===== src/rtl/piso_serializer.sv =====
// piso_serializer: parallel-in/serial-out shifter with a one-word holding buffer and valid/ready input
module piso_serializer #(
  parameter int   WIDTH      = 8,
  parameter logic IDLE_LEVEL = 1'b0
) (
  input  logic             clk,
  input  logic             reset,
  input  logic [WIDTH-1:0] in_data,
  input  logic             in_valid,
  input  logic             in_msb_first,
  output logic             in_ready,
  input  logic             shift_en,
  output logic             serial_out,
  output logic             out_valid,
  output logic             out_first,
  output logic             out_last,
  output logic             busy
);
  localparam int CW = $clog2(WIDTH);
  typedef enum logic {IDLE, SHIFT} state_t;
  state_t state_q, state_d;
  logic [WIDTH-1:0] hold_q, hold_d, shreg_q, shreg_d;
  logic [CW-1:0] cnt_q, cnt_d;
  logic hold_valid_q, hold_valid_d, hold_msb_q, hold_msb_d, msb_q, msb_d;
  logic accept, shifting, done, load, step;
  assign in_ready = !hold_valid_q && !reset;
  always_comb begin
    accept = in_valid && in_ready;
    shifting = (state_q == SHIFT) && shift_en;
    done = shifting && (cnt_q == '0);
    step = shifting && !done;
    // the last bit's strobe doubles as the load edge of a held word, so streams stay gapless
    load = hold_valid_q && ((state_q == IDLE) || done);
    hold_d = accept ? in_data : hold_q;
    hold_msb_d = accept ? in_msb_first : hold_msb_q;
    hold_valid_d = accept || (hold_valid_q && !load);
    state_d = load ? SHIFT : done ? IDLE : state_q;
    msb_d = load ? hold_msb_q : msb_q;
    cnt_d = load ? CW'(WIDTH - 1) : step ? cnt_q - CW'(1) : cnt_q;
    shreg_d = load ? hold_q :
              !step ? shreg_q :
              msb_q ? {shreg_q[WIDTH-2:0], IDLE_LEVEL} : {IDLE_LEVEL, shreg_q[WIDTH-1:1]};
  end
  always_ff @(posedge clk) begin
    if (reset) begin
      state_q <= IDLE;
      hold_q <= '0;
      hold_msb_q <= 1'b0;
      hold_valid_q <= 1'b0;
      shreg_q <= '0;
      msb_q <= 1'b0;
      cnt_q <= '0;
    end else begin
      state_q <= state_d;
      hold_q <= hold_d;
      hold_msb_q <= hold_msb_d;
      hold_valid_q <= hold_valid_d;
      shreg_q <= shreg_d;
      msb_q <= msb_d;
      cnt_q <= cnt_d;
    end
  end
  assign out_valid = (state_q == SHIFT);
  assign serial_out = out_valid ? (msb_q ? shreg_q[WIDTH-1] : shreg_q[0]) : IDLE_LEVEL;
  assign out_first = out_valid && (cnt_q == CW'(WIDTH - 1));
  assign out_last = out_valid && (cnt_q == '0);
  assign busy = out_valid || hold_valid_q;
endmodule


===== config.mk =====
export PLATFORM = sky130hd
export DESIGN_NAME = piso_serializer
export DESIGN_NICKNAME = d
export VERILOG_FILES = /design/src/rtl/piso_serializer.sv
export SDC_FILE = /design/constraint.sdc
export NUM_CORES = 1
export LEC_CHECK = 0
export BUFFER_PORTS_ARGS = -buffer_cell sky130_fd_sc_hd__buf_2
export CORE_ASPECT_RATIO = 0.7
export CORE_MARGIN = 2
export CORE_UTILIZATION = 51
export CTS_BUF_LIST = sky130_fd_sc_hd__clkbuf_8
export DETAILED_ROUTE_END_ITERATION = 8
export PLACE_DENSITY = 0.77
export SYNTH_ARGS = -nofsm -noshare
export SYNTH_HDL_FRONTEND = slang
export SYNTH_SLANG_ARGS = --single-unit

===== constraint.sdc =====
create_clock -name clk -period 1.4 [get_ports clk]
set_input_delay 0 -clock clk [delete_from_list [all_inputs] [get_ports clk]]
set_output_delay 0 -clock clk [all_outputs]
set_load 0.005 [all_outputs]

==> summary.md, run 1 <==
| Metric | Value |
|---|---|
| Post-route ant nets | `0` |
| Fraction of final layout cells sized beyond drive strength 1 | `0.295` |
| Synth cell types | `33` |
| Placer congestion estimate | `about 0.82` |
| Share of synthesized area occupied by flip-flops and latches | `0.424` |
| I/O pins | `19` |
| Area after detailed placement | `between 1000 and 1500 sq um` |
| Starting Density | `0.561` |
| Die boundary height | `42.6 um` |
| Maximum number of pins on one net before global-route repair | `19` |
| Standard-cell rows | `13` |
| Global-route usage over all layers | `0.224` |
| Post-Layout Cell Count | `roughly 180` |
| Number of fill cells in the layout | `130` |
| CP Data Required Time | `between 1.5 and 2 ns` |
| # clock sinks | `23` |
| Maximum clock skew at final layout | `roughly 0.0054 ns` |
| Setup violations, final | `3` |
| Area of the core | `between 1500 and 2000 sq um` |
| Overflow after GRT | `0` |
| Via density | `5.50` |
| Placed cell count | `between 150 and 200` |
| Actual transition at the worst max-transition pin | `just under 0.4 ns` |
| Critical Path End Type | `flip-flop` |
| Warnings from Yosys | `0` |
| Max-cap violation count | `0` |
| Clk_lat worst skew | `0.27 ns` |
| Sum Neg Setup Slack | `-0.0217 ns` |
| P_leak | `between 0.5 and 0.6 nW` |
| Fin. max-slew vios | `0` |
| P per Cell Area | `roughly 990 nW/um^2` |
| Sum of routed wire length over all layers | `between 2000 and 3000 um` |
| Post-layout net count | `173` |
| Number of hold violations in the final report | `0` |
| Total standard cell area after synthesis | `~1100 sq um` |
| Final instance area | `1460 sq um` |
| Full die area | `roughly 2500 sq um` |
| F_max | `708 MHz` |
| I/O Buffers | `18` |
| Via count of the first global-routing pass | `a little under 900` |
| Maximum number of buffers from clock root to sink | `2` |
| Placed wire-length estimate after detailed placement | `roughly 1700 um` |
| Min Tclk post-route | `1.41 ns` |
| First-pass GRT wire length | `between 4000 and 5000 um` |
| Share of the cycle needed by the critical path after routing | `1.01` |
| Crit path DAT | `about 1.6 ns` |
| Post-route worst setup slack | `-0.0133 ns` |
| Max-slew headroom at the worst pin | `0.742` |
| Root buf cell | `sky130_fd_sc_hd__clkbuf_8` |
| Crit start category | `flip-flop` |
| Total number of vias | `slightly below 1000` |
| Hold slack final | `0.0413 ns` |
| Share of Yosys cell area claimed by the top area cell type | `0.424` |
| Gate count after technology mapping | `~120` |
| Clock slew at the register clock pins of the worst setup and hold paths | `~0.09 ns` |
| Most common cell after layout, fill and taps aside | `sky130_fd_sc_hd__dfxtp_1` |
| Max VDD drop | `about 900 uV` |
| First-iteration detailed-routing DRC count | `35` |
| Post-synthesis net count | `between 100 and 150` |
| Synthesized area divided by synthesized cell count | `between 9 and 10 sq um` |
| Chip width | `slightly below 60 um` |
| Failing checks | `setup timing` |
| Startpoint-to-endpoint class of the critical path | `reg2reg` |
| Number of diodes | `0` |
| Synth-to-layout area growth | `34.0%` |
| CTS tree | `yes` |
| Router iterations before antenna repair | `4` |
| Synthesis-stage register bit count | `23` |
| Area leader, netlist | `sky130_fd_sc_hd__dfxtp_1` |
| # DRC | `0` |
| Worst min-delay path class | `in2reg` |
| Post-placement setup slack | `-0.00469 ns` |
| Dominant cells by area after synthesis | `sky130_fd_sc_hd__dfxtp_1 42%, sky130_fd_sc_hd__mux2i_1 8.3%, sky130_fd_sc_hd__nand2b_1 6.9%` |
| R2R Setup Slk | `-0.01 ns` |
| H-Tree Level Count | `1` |
| WL per Instance | `14.4 um` |
| Largest fanout of any net on the critical path | `8` |
| TritonCTS buffer count | `3` |
| Run status | `finished, violations left` |
| Commonest non-fill, non-tap cells in the layout | `21 x sky130_fd_sc_hd__dfxtp_1, 18 x sky130_fd_sc_hd__buf_2, 13 x sky130_fd_sc_hd__nand2_1, 12 x sky130_fd_sc_hd__nor2_1, 11 x sky130_fd_sc_hd__nand2b_1` |
| Antenna violations before repair | `0` |
| RSZ-0062 raised after global routing | `yes` |
-- cells in the mapped netlist --
cell type,number
sky130_fd_sc_hd__a21oi_4,1
sky130_fd_sc_hd__ha_1,3
sky130_fd_sc_hd__o32ai_1,2
sky130_fd_sc_hd__o21ai_0,7
sky130_fd_sc_hd__a31oi_1,1
sky130_fd_sc_hd__nor2b_2,1
sky130_fd_sc_hd__nand4b_1,1
sky130_fd_sc_hd__nor2_1,12
sky130_fd_sc_hd__buf_4,1
sky130_fd_sc_hd__nor2_2,1
sky130_fd_sc_hd__nand4_1,1
sky130_fd_sc_hd__o31ai_4,1
sky130_fd_sc_hd__nand3_1,1
sky130_fd_sc_hd__a21o_1,2
sky130_fd_sc_hd__and2_1,1
sky130_fd_sc_hd__mux2i_1,9
sky130_fd_sc_hd__and3_1,1
sky130_fd_sc_hd__nor3_2,1
sky130_fd_sc_hd__inv_1,3
sky130_fd_sc_hd__or2_0,1
sky130_fd_sc_hd__o21ai_1,2
sky130_fd_sc_hd__o22ai_1,1
sky130_fd_sc_hd__nand2b_1,12
sky130_fd_sc_hd__inv_2,1
sky130_fd_sc_hd__dfxtp_1,23
sky130_fd_sc_hd__nand2_1,13
sky130_fd_sc_hd__a221o_1,6
sky130_fd_sc_hd__a21oi_1,2
sky130_fd_sc_hd__xnor2_1,1
sky130_fd_sc_hd__xor2_1,1
sky130_fd_sc_hd__buf_2,3
sky130_fd_sc_hd__o21ai_2,1
sky130_fd_sc_hd__clkbuf_1,1
-- cell type report --
class                      count  area, sq um  share of cell area
multi-input combinational     86          616               0.423
sequential                    23          463               0.318
timing repair buffer          39          285               0.196
clock buffer                   3         41.3              0.0284
tap                           22         27.5              0.0189
inverter                       4         15.0              0.0103
clock inverter                 1         7.51             0.00516
-- routing by layer --
layer / GRT usage / wire length [um] / share of wire / up-vias
met2: 0.333 / 1120 / 0.44 / 25
met1: 0.323 / 1300 / 0.51 / 460
met3: 0.0648 / 132 / 0.052 / 2
met5: 0 / 0 / 0 / -
met4: 0.0409 / 13 / 0.0051 / 0
li1: - / - / - / 492
-- state kept, by name, indices dropped and copies added, names as in the netlist --
| name | flops |
|---|---|
| hold_msb_q | 1 |
| shreg_q | 8 |
| out_valid | 1 |
| hold_q | 8 |
| msb_q | 1 |
| hold_valid_q | 1 |
| cnt_q | 3 |
-- cells by family after synthesis --
logic type	share of synthesized area
buffers and inverters	0.0380
and+or+nand+nor	0.214
AOI/OAI and AO/OA	0.190
DFF	0.424
adders and majority gates	0.0346
muxes	0.0830
xor gates and xnor gates	0.0161
-- power by group --
part	internal [W]	total [W]	switching, W
logic	0.000145	0.000280	0.000135
registers	0.000695	0.000731	0.0000355
clock network	0.000201	0.000425	0.000224
total	0.00104	0.00144	0.000394
-- critical path, cell delays in order, from the launching register on --
cell	delay [ns]
sky130_fd_sc_hd__dfxtp_2	0.34
sky130_fd_sc_hd__inv_2	0.05
sky130_fd_sc_hd__ha_4	0.15
sky130_fd_sc_hd__nor2b_4	0.13
sky130_fd_sc_hd__o21ai_2	0.18
sky130_fd_sc_hd__o31ai_4	0.14
sky130_fd_sc_hd__a221o_1	0.31
-- stage by stage --
step                power (W)   util
floorplan            0.000884      -
global placement     0.000969  0.658
detailed placement   0.000979  0.658
CTS                   0.00143  0.744
global route          0.00151  0.752
finish                0.00144  0.752
-- path summary, 6_finish.rpt --
path | startpoint | endpoint | depth (start not counted)
setup / recovery | cnt_q[1]$_SDFFE_PP0P_ | shreg_q[6]$_SDFFE_PP0P_ | 6
hold / removal | reset | hold_valid_q$_SDFF_PP0_ | 2
setup reg to reg | cnt_q[1]$_SDFFE_PP0P_ | shreg_q[6]$_SDFFE_PP0P_ | 6
hold reg to reg | hold_q[6]$_SDFFE_PP0P_ | hold_q[6]$_SDFFE_PP0P_ | 2
-- repair_timing --
item	CTS	global route
setup endpoints to repair	6	10
cloned	0	0
pin swaps	1	5
endpoints found under the hold margin	10	0
resized for setup	2	1
hold buffers	10	0
setup buffers	1	1
Note: power is estimated with default switching activity, not from simulation.
==> run 2, diff against run 1 <==
--- a/config.mk
+++ b/config.mk
@@ -7,2 +7,3 @@
 export LEC_CHECK = 0
+export ABC_AREA = 1
 export BUFFER_PORTS_ARGS = -buffer_cell sky130_fd_sc_hd__buf_2
@@ -13,3 +14,3 @@
 export DETAILED_ROUTE_END_ITERATION = 8
-export PLACE_DENSITY = 0.77
+export PLACE_DENSITY = 0.76
 export SYNTH_ARGS = -nofsm -noshare
==> constraint.sdc (replaced) <==
create_clock -name clk -period 1.4 [get_ports clk]
set_input_delay 0.14 -clock clk [delete_from_list [all_inputs] [get_ports clk]]
set_output_delay 0.14 -clock clk [all_outputs]
set_load 0.005 [all_outputs]
==> run 2 against run 1 <==
The run now ends clean. Setup slack gained 0.067 ns. Clock power shrank 4.7%. Cell area shrank 5.9%. Largest cell class unchanged.
==> summary.md, run 2 <==
| Metric | Value |
|---|---|
| Run status | `finished clean` |
| I/O Buffers | `18` |
| Tot Pwr | `approximately 0.0014 W` |
| Hold slack final | `a little under 0.07 ns` |
| Library cell with the highest instance count after synthesis | `sky130_fd_sc_hd__nand2_1` |
| Root buf cell | `sky130_fd_sc_hd__clkbuf_8` |
| # clock sinks | `23` |
| Most common cell after layout, fill and taps aside | `sky130_fd_sc_hd__nand2_1` |
| Number of hold violations in the final report | `0` |
| Maximum clock skew at final layout | `0.00442 ns` |
| Final instance area | `1370 sq um` |
| Via density | `5.03` |
| Clock slew at the register clock pins of the worst setup and hold paths | `~0.08 ns` |
| Actual transition at the worst max-transition pin | `between 0.4 and 0.5 ns` |
| Die boundary height | `between 40 and 50 um` |
| TritonCTS buffer count | `3` |
| P per Cell Area | `roughly 1000 nW/um^2` |
| H-Tree Level Count | `1` |
| Area of the multi-input gates | `581 sq um` |
| Synthesized area divided by synthesized cell count | `between 6 and 7 sq um` |
| Router iterations before antenna repair | `4` |
| Fraction of synthesis flops using an asynchronous set or reset pin | `0` |
| Setup violations, final | `0` |
| Fin. max-slew vios | `0` |
| Full die area | `between 2000 and 3000 sq um` |
| Total number of vias | `~1100` |
| Post-synthesis net count | `around 180` |
| Area after detailed placement | `roughly 1300 sq um` |
| Total standard cell area after synthesis | `1140 sq um` |
| Antenna violations before repair | `0` |
| Starting Density | `0.533` |
| P_leak | `about 0.6 nW` |
| Max VDD drop | `roughly 600 uV` |
| CP Data Required Time | `roughly 1.3 ns` |
| Share of the cycle needed by the critical path after routing | `0.962` |
| Crit start category | `flip-flop` |
| F_max | `between 700 and 800 MHz` |
| # DRC | `0` |
| Clk_lat worst skew | `roughly 0.27 ns` |
| Number of fill cells in the layout | `slightly above 200` |
| Synthesis-stage register bit count | `23` |
| WL per Instance | `11.7 um` |
| Biggest registers after layout | `hold_q (8), shreg_q (8), cnt_q (3)` |
| Critical Path End Type | `output pin` |
| Maximum number of buffers from clock root to sink | `2` |
| Maximum number of pins on one net before global-route repair | `20` |
| Global-route usage over all layers | `0.209` |
| Chip width | `approximately 61 um` |
| Gate count after technology mapping | `around 170` |
| Startpoint-to-endpoint class of the critical path | `reg2out` |
| First-iteration detailed-routing DRC count | `79` |
| I/O pins | `19` |
| Share of synthesized area occupied by flip-flops and latches | `0.404` |
| Standard-cell rows | `14` |
| Area leader, netlist | `sky130_fd_sc_hd__dfxtp_1` |
| Overflow after GRT | `0` |
| Fraction of the core area covered by cells at the end of the flow | `0.641` |
| Commonest non-fill, non-tap cells in the layout | `51 x sky130_fd_sc_hd__nand2_1, 20 x sky130_fd_sc_hd__nand3_1, 20 x sky130_fd_sc_hd__dfxtp_1, 19 x sky130_fd_sc_hd__inv_1, 18 x sky130_fd_sc_hd__buf_2` |
| Max-cap violation count | `0` |
| Placed cell count | `216` |
| Storage element area | `464 sq um` |
| First-pass GRT wire length | `between 4000 and 5000 um` |
| Worst min-delay path class | `in2reg` |
| Area of the core | `2140 sq um` |
| Fraction of final layout cells sized beyond drive strength 1 | `0.243` |
| Post-layout net count | `206` |
| Number of diodes | `0` |
| Placer congestion estimate | `approximately 0.86` |
| Max-slew headroom at the worst pin | `0.721` |
| CTS tree | `yes` |
| Via count of the first global-routing pass | `956` |
| Dominant cells by area after synthesis | `sky130_fd_sc_hd__dfxtp_1 40%, sky130_fd_sc_hd__nand2_1 18%, sky130_fd_sc_hd__nand3_1 8.8%` |
| Post-route ant nets | `0` |
| Synth cell types | `20` |
| Min Tclk post-route | `approximately 1.3 ns` |
| Share of Yosys cell area claimed by the top area cell type | `0.404` |
| Crit path DAT | `1.21 ns` |
| Post-CTS Hold Fix Bufs | `0` |
| Placed wire-length estimate after detailed placement | `approximately 1800 um` |
| Predominant post-synthesis flop cell | `sky130_fd_sc_hd__dfxtp_1` |
| Synth-to-layout area growth | `20.1%` |
| Largest fanout of any net on the critical path | `11` |
| Most frequent cells after synthesis | `54 x sky130_fd_sc_hd__nand2_1, 23 x sky130_fd_sc_hd__dfxtp_1, 20 x sky130_fd_sc_hd__inv_1, 20 x sky130_fd_sc_hd__nand3_1, 16 x sky130_fd_sc_hd__o21ai_0` |
| Warnings from Yosys | `0` |
| Post-Layout Cell Count | `between 200 and 250` |
| Number of synthesized flops with an enable pin | `0` |
| Sum of routed wire length over all layers | `roughly 2600 um` |
[run 2: layout make-up]
class	instances	area share
clock buffers	3	0.0302
clock inverters	1	0.00274
well taps	32	0.0293
multi-input cells	114	0.424
repair buffers	26	0.112
flip-flops and latches	23	0.339
inverters	22	0.0622
[run 2: per-layer routing]
layer / up-vias / share of wire / GRT usage
met4: 0 / 0.0070 / 0.0522
met3: 3 / 0.071 / 0.0537
li1: 576 / - / -
met1: 498 / 0.48 / 0.297
met2: 35 / 0.44 / 0.317
met5: - / 0 / 0
[run 2: what timing repair did]
item,4_1_cts,5_1_grt
buffers inserted,0,0
endpoints found under the setup margin,0,12
gates resized for setup,0,17
[run 2: per-stage QoR]
step	setup slack, ns	setup TNS [ns]
after detailed placement	0.0294	0
after CTS	0.00191	0
after floorplan	0.150	0
after global placement	0.0816	0
after global routing	-0.00492	-0.00492
final	0.0538	0
[run 2: critical path, stage by stage, from the launching register on]
cell and delay, ns:
sky130_fd_sc_hd__dfxtp_2 0.36, sky130_fd_sc_hd__buf_4 0.18, sky130_fd_sc_hd__or2_2 0.27, sky130_fd_sc_hd__buf_2 0.13
[run 2: path summary, 6_finish.rpt]
kind / start / to / slack [ns] / cells past startpoint
hold / removal: in_data[3] / hold_q[3]$_SDFFE_PP0P_ / 0.07 / 3
setup reg to reg: cnt_q[0]$_SDFFE_PP0P_ / shreg_q[7]$_SDFFE_PP0P_ / 0.12 / 9
hold reg to reg: hold_q[5]$_SDFFE_PP0P_ / hold_q[5]$_SDFFE_PP0P_ / 0.48 / 2
setup / recovery: hold_valid_q$_SDFF_PP0_ / busy / 0.05 / 3
[run 2: logic make-up after synthesis]
family,count (synthesis),share of synthesized area
simple gates,82,0.314
compound gates,29,0.131
flops,23,0.404
fa+ha+maj,3,0.0329
buf+inv,30,0.119
[run 2: power breakdown]
group | total (W) | switching (W) | internal [W]
combinational | 0.000232 | 0.000132 | 0.000100
clock | 0.000405 | 0.000209 | 0.000196
sequential | 0.000730 | 0.0000333 | 0.000697
==> run 3, diff against run 2 <==
GPL_TIMING_DRIVEN = 0   (was not set)
==> run 3 against run 2 <==
Worst hold slack got worse by 0.012 ns. Sequential power hardly changed. Die area did not move. Register-to-register slack worse by 0.06 ns. Setup slack got worse by 0.015 ns. Core utilization increased by 0.18 points. Maximum frequency shrank 1.1%. Sequential share of layout area decreased by 0.093 points. Via count rose by 3.3%. First-iteration DRC count fell by 30%. Critical endpoint unchanged.
==> summary.md, run 3 (synthesized netlist as in run 2, its figures left out) <==
| Metric | Value |
|---|---|
| Fin. max-slew vios | `0` |
| Post-layout net count | `between 200 and 250` |
| Standard-cell rows | `14` |
| Crit-path slowest cell | `sky130_fd_sc_hd__dfxtp_2` |
| Maximum clock skew at final layout | `about 0.009 ns` |
| Synth-to-layout area growth | `20.4%` |
| Crit path DAT | `~1.2 ns` |
| First-iteration detailed-routing DRC count | `55` |
| CP Data Required Time | `roughly 1.3 ns` |
| I/O Buffers | `18` |
| Full die area | `~2600 sq um` |
| Share of the cycle needed by the critical path after routing | `0.972` |
| P per Cell Area | `1020 nW/um^2` |
| Number of diodes | `0` |
| Worst hold path endpoint | `hold_q[7]$_SDFFE_PP0P_` |
| P_leak | `~0.6 nW` |
| Commonest non-fill, non-tap cells in the layout | `52 x sky130_fd_sc_hd__nand2_1, 20 x sky130_fd_sc_hd__nand3_1, 20 x sky130_fd_sc_hd__dfxtp_1, 19 x sky130_fd_sc_hd__buf_2, 18 x sky130_fd_sc_hd__inv_1` |
| Most common cell after layout, fill and taps aside | `sky130_fd_sc_hd__nand2_1` |
| Post-Layout Cell Count | `~220` |
| Antenna violations before repair | `0` |
| Sum of routed wire length over all layers | `~2800 um` |
| Startpoint of the worst register-to-register path | `cnt_q[0]$_SDFFE_PP0P_` |
| R2R Setup Slk | `around 0.060 ns` |
| Reg-to-reg critical path endpoint | `cnt_q[1]$_SDFFE_PP0P_` |
| Placed wire-length estimate after detailed placement | `just under 2000 um` |
| Max VDD drop | `518 uV` |
| Number of hold violations in the final report | `0` |
| Delay contributed by the slowest stage of the critical path | `between 0.3 and 0.4 ns` |
| First-pass GRT wire length | `between 4000 and 5000 um` |
| CTS tree | `yes` |
| Area of the core | `~2100 sq um` |
| Via density | `between 5 and 6` |
| Maximum number of buffers from clock root to sink | `2` |
| Startpoint-to-endpoint class of the critical path | `reg2out` |
| Largest fanout of any net on the critical path | `10` |
| Critical Path End Type | `output pin` |
| Worst min-delay path class | `in2reg` |
| Min Tclk post-route | `1.36 ns` |
| # clock sinks | `23` |
| Global-route usage over all layers | `0.234` |
| Post-route ant nets | `0` |
| Crit start category | `flip-flop` |
| Maximum number of pins on one net before global-route repair | `14` |
| Worst Reg2Reg Path Length in Cells | `8` |
| F_max | `~730 MHz` |
| Via count of the first global-routing pass | `about 1100` |
| Actual transition at the worst max-transition pin | `0.480 ns` |
| Buffers plus inverters on the worst setup path | `2` |
| Placer congestion estimate | `0.770` |
| Placed cell count | `between 200 and 250` |
| Max-cap violation count | `0` |
| Root buf cell | `sky130_fd_sc_hd__clkbuf_8` |
| H-Tree Level Count | `1` |
| Die boundary height | `about 44 um` |
| Number of fill cells in the layout | `roughly 200` |
| Clock slew at the register clock pins of the worst setup and hold paths | `roughly 0.09 ns` |
| Run status | `finished clean` |
| Biggest registers after layout | `hold_q (8), shreg_q (8), cnt_q (3)` |
| Cells along the critical path | `clkbuf_4 > or2_2 > buf_2` |
| Clk_lat worst skew | `roughly 0.28 ns` |
| Router iterations before antenna repair | `4` |
| Hold Path Stages | `3` |
| Max-slew headroom at the worst pin | `0.680` |
| Setup violations, final | `0` |
| Fraction of final layout cells sized beyond drive strength 1 | `0.230` |
| # DRC | `0` |
| WL per Instance | `between 10 and 15 um` |
| TritonCTS buffer count | `3` |
| Tot Pwr | `0.00140 W` |
| RSZ-0062 raised after global routing | `no` |
| Cell class contributing the biggest share of worst-path delay | `flip-flops` |
| Chip width | `a little over 60 um` |
| Hold path start | `in_data[7]` |
| Starting Density | `0.533` |
| I/O pins | `19` |
| Total number of vias | `about 1100` |
| Overflow after GRT | `0` |
## run 3: cell count changes in the layout (fill, tap and decap cells not counted), moves of 2 or more
| cell | previous run | this run |
|---|---|---|
| sky130_fd_sc_hd__buf_4 | 7 | 2 |
| sky130_fd_sc_hd__a21oi_1 | 7 | 10 |
| sky130_fd_sc_hd__a21oi_2 | 3 | 0 |
| sky130_fd_sc_hd__buf_6 | 1 | 3 |
| sky130_fd_sc_hd__clkbuf_4 | 0 | 2 |
## run 3: repair_timing
item	in CTS	in global routing
hold buffers	0	0
pin swaps	0	1
gates cloned	0	1
setup buffers	0	1
resized for setup	5	10
endpoints found under the setup margin	8	14
## run 3: power by group
group          switching (W)  internal, W
combinational       0.000139    0.0000953
clock               0.000234     0.000200
sequential         0.0000314     0.000697
## run 3: layout make-up
type,count,area [sq um],share of cell area
Timing Repair Buffer,19,97.6,0.0711
Tap cell,32,40.0,0.0292
Inverter,22,85.1,0.0620
Sequential cell,23,464,0.338
Clock inverter,1,5.00,0.00365
Multi-Input combinational cell,114,567,0.413
Clock buffer,3,41.3,0.0301
Buffer,8,65.1,0.0474
Timing Repair inverter,1,7.51,0.00547
## run 3: stage by stage
| stage | hold slack (ns) | util | instance area [sq um] | setup slack, ns | setup TNS [ns] |
|---|---|---|---|---|---|
| 2_1_floorplan | 0.252 | - | 1140 | 0.150 | 0 |
| 3_3_place_gp | 0.337 | 0.594 | 1270 | 0.0320 | 0 |
| 3_5_place_dp | 0.343 | 0.594 | 1270 | -0.0614 | -0.0717 |
| 4_1_cts | 0.0612 | 0.622 | 1330 | 0.000230 | 0 |
| 5_1_grt | 0.0772 | 0.642 | 1370 | 0.00988 | 0 |
| 6_report | 0.0564 | 0.642 | 1370 | 0.0391 | 0 |
## run 3: worst register-to-register path: stages, from the launching register on
cell and delay, ns:
sky130_fd_sc_hd__dfxtp_2 0.35, sky130_fd_sc_hd__inv_2 0.09, sky130_fd_sc_hd__ha_4 0.14, sky130_fd_sc_hd__nand2_2 0.10, sky130_fd_sc_hd__nand2_4 0.13, sky130_fd_sc_hd__clkinvlp_4 0.14, sky130_fd_sc_hd__buf_4 0.16, sky130_fd_sc_hd__nand2_1 0.05
sky130_fd_sc_hd__a31oi_1 0.07
## run 3: routing by layer
| layer | track usage | part of all wire | vias up |
|---|---|---|---|
| met5 | 0 | 0 | - |
| met4 | 0.113 | 0.015 | 0 |
| met2 | 0.387 | 0.47 | 39 |
| met3 | 0.0657 | 0.062 | 4 |
| met1 | 0.283 | 0.45 | 528 |
| li1 | - | - | 578 |
## run 3: worst max-delay path by stage
stage,start,endpoint,slack (ns),depth (start not counted)
finish,hold_valid_q$_SDFF_PP0_,busy,0.04,3
global route,hold_valid_q$_SDFF_PP0_,busy,0.01,3
CTS,cnt_q[0]$_SDFFE_PP0P_,cnt_q[2]$_SDFFE_PP0P_,0.0002,10
detailed placement,cnt_q[0]$_SDFFE_PP0P_,cnt_q[2]$_SDFFE_PP0P_,-0.06,10
global placement,cnt_q[0]$_SDFFE_PP0P_,cnt_q[2]$_SDFFE_PP0P_,0.03,10
floorplan,cnt_q[0]$_SDFFE_PP0P_,cnt_q[0]$_SDFFE_PP0P_,0.15,9
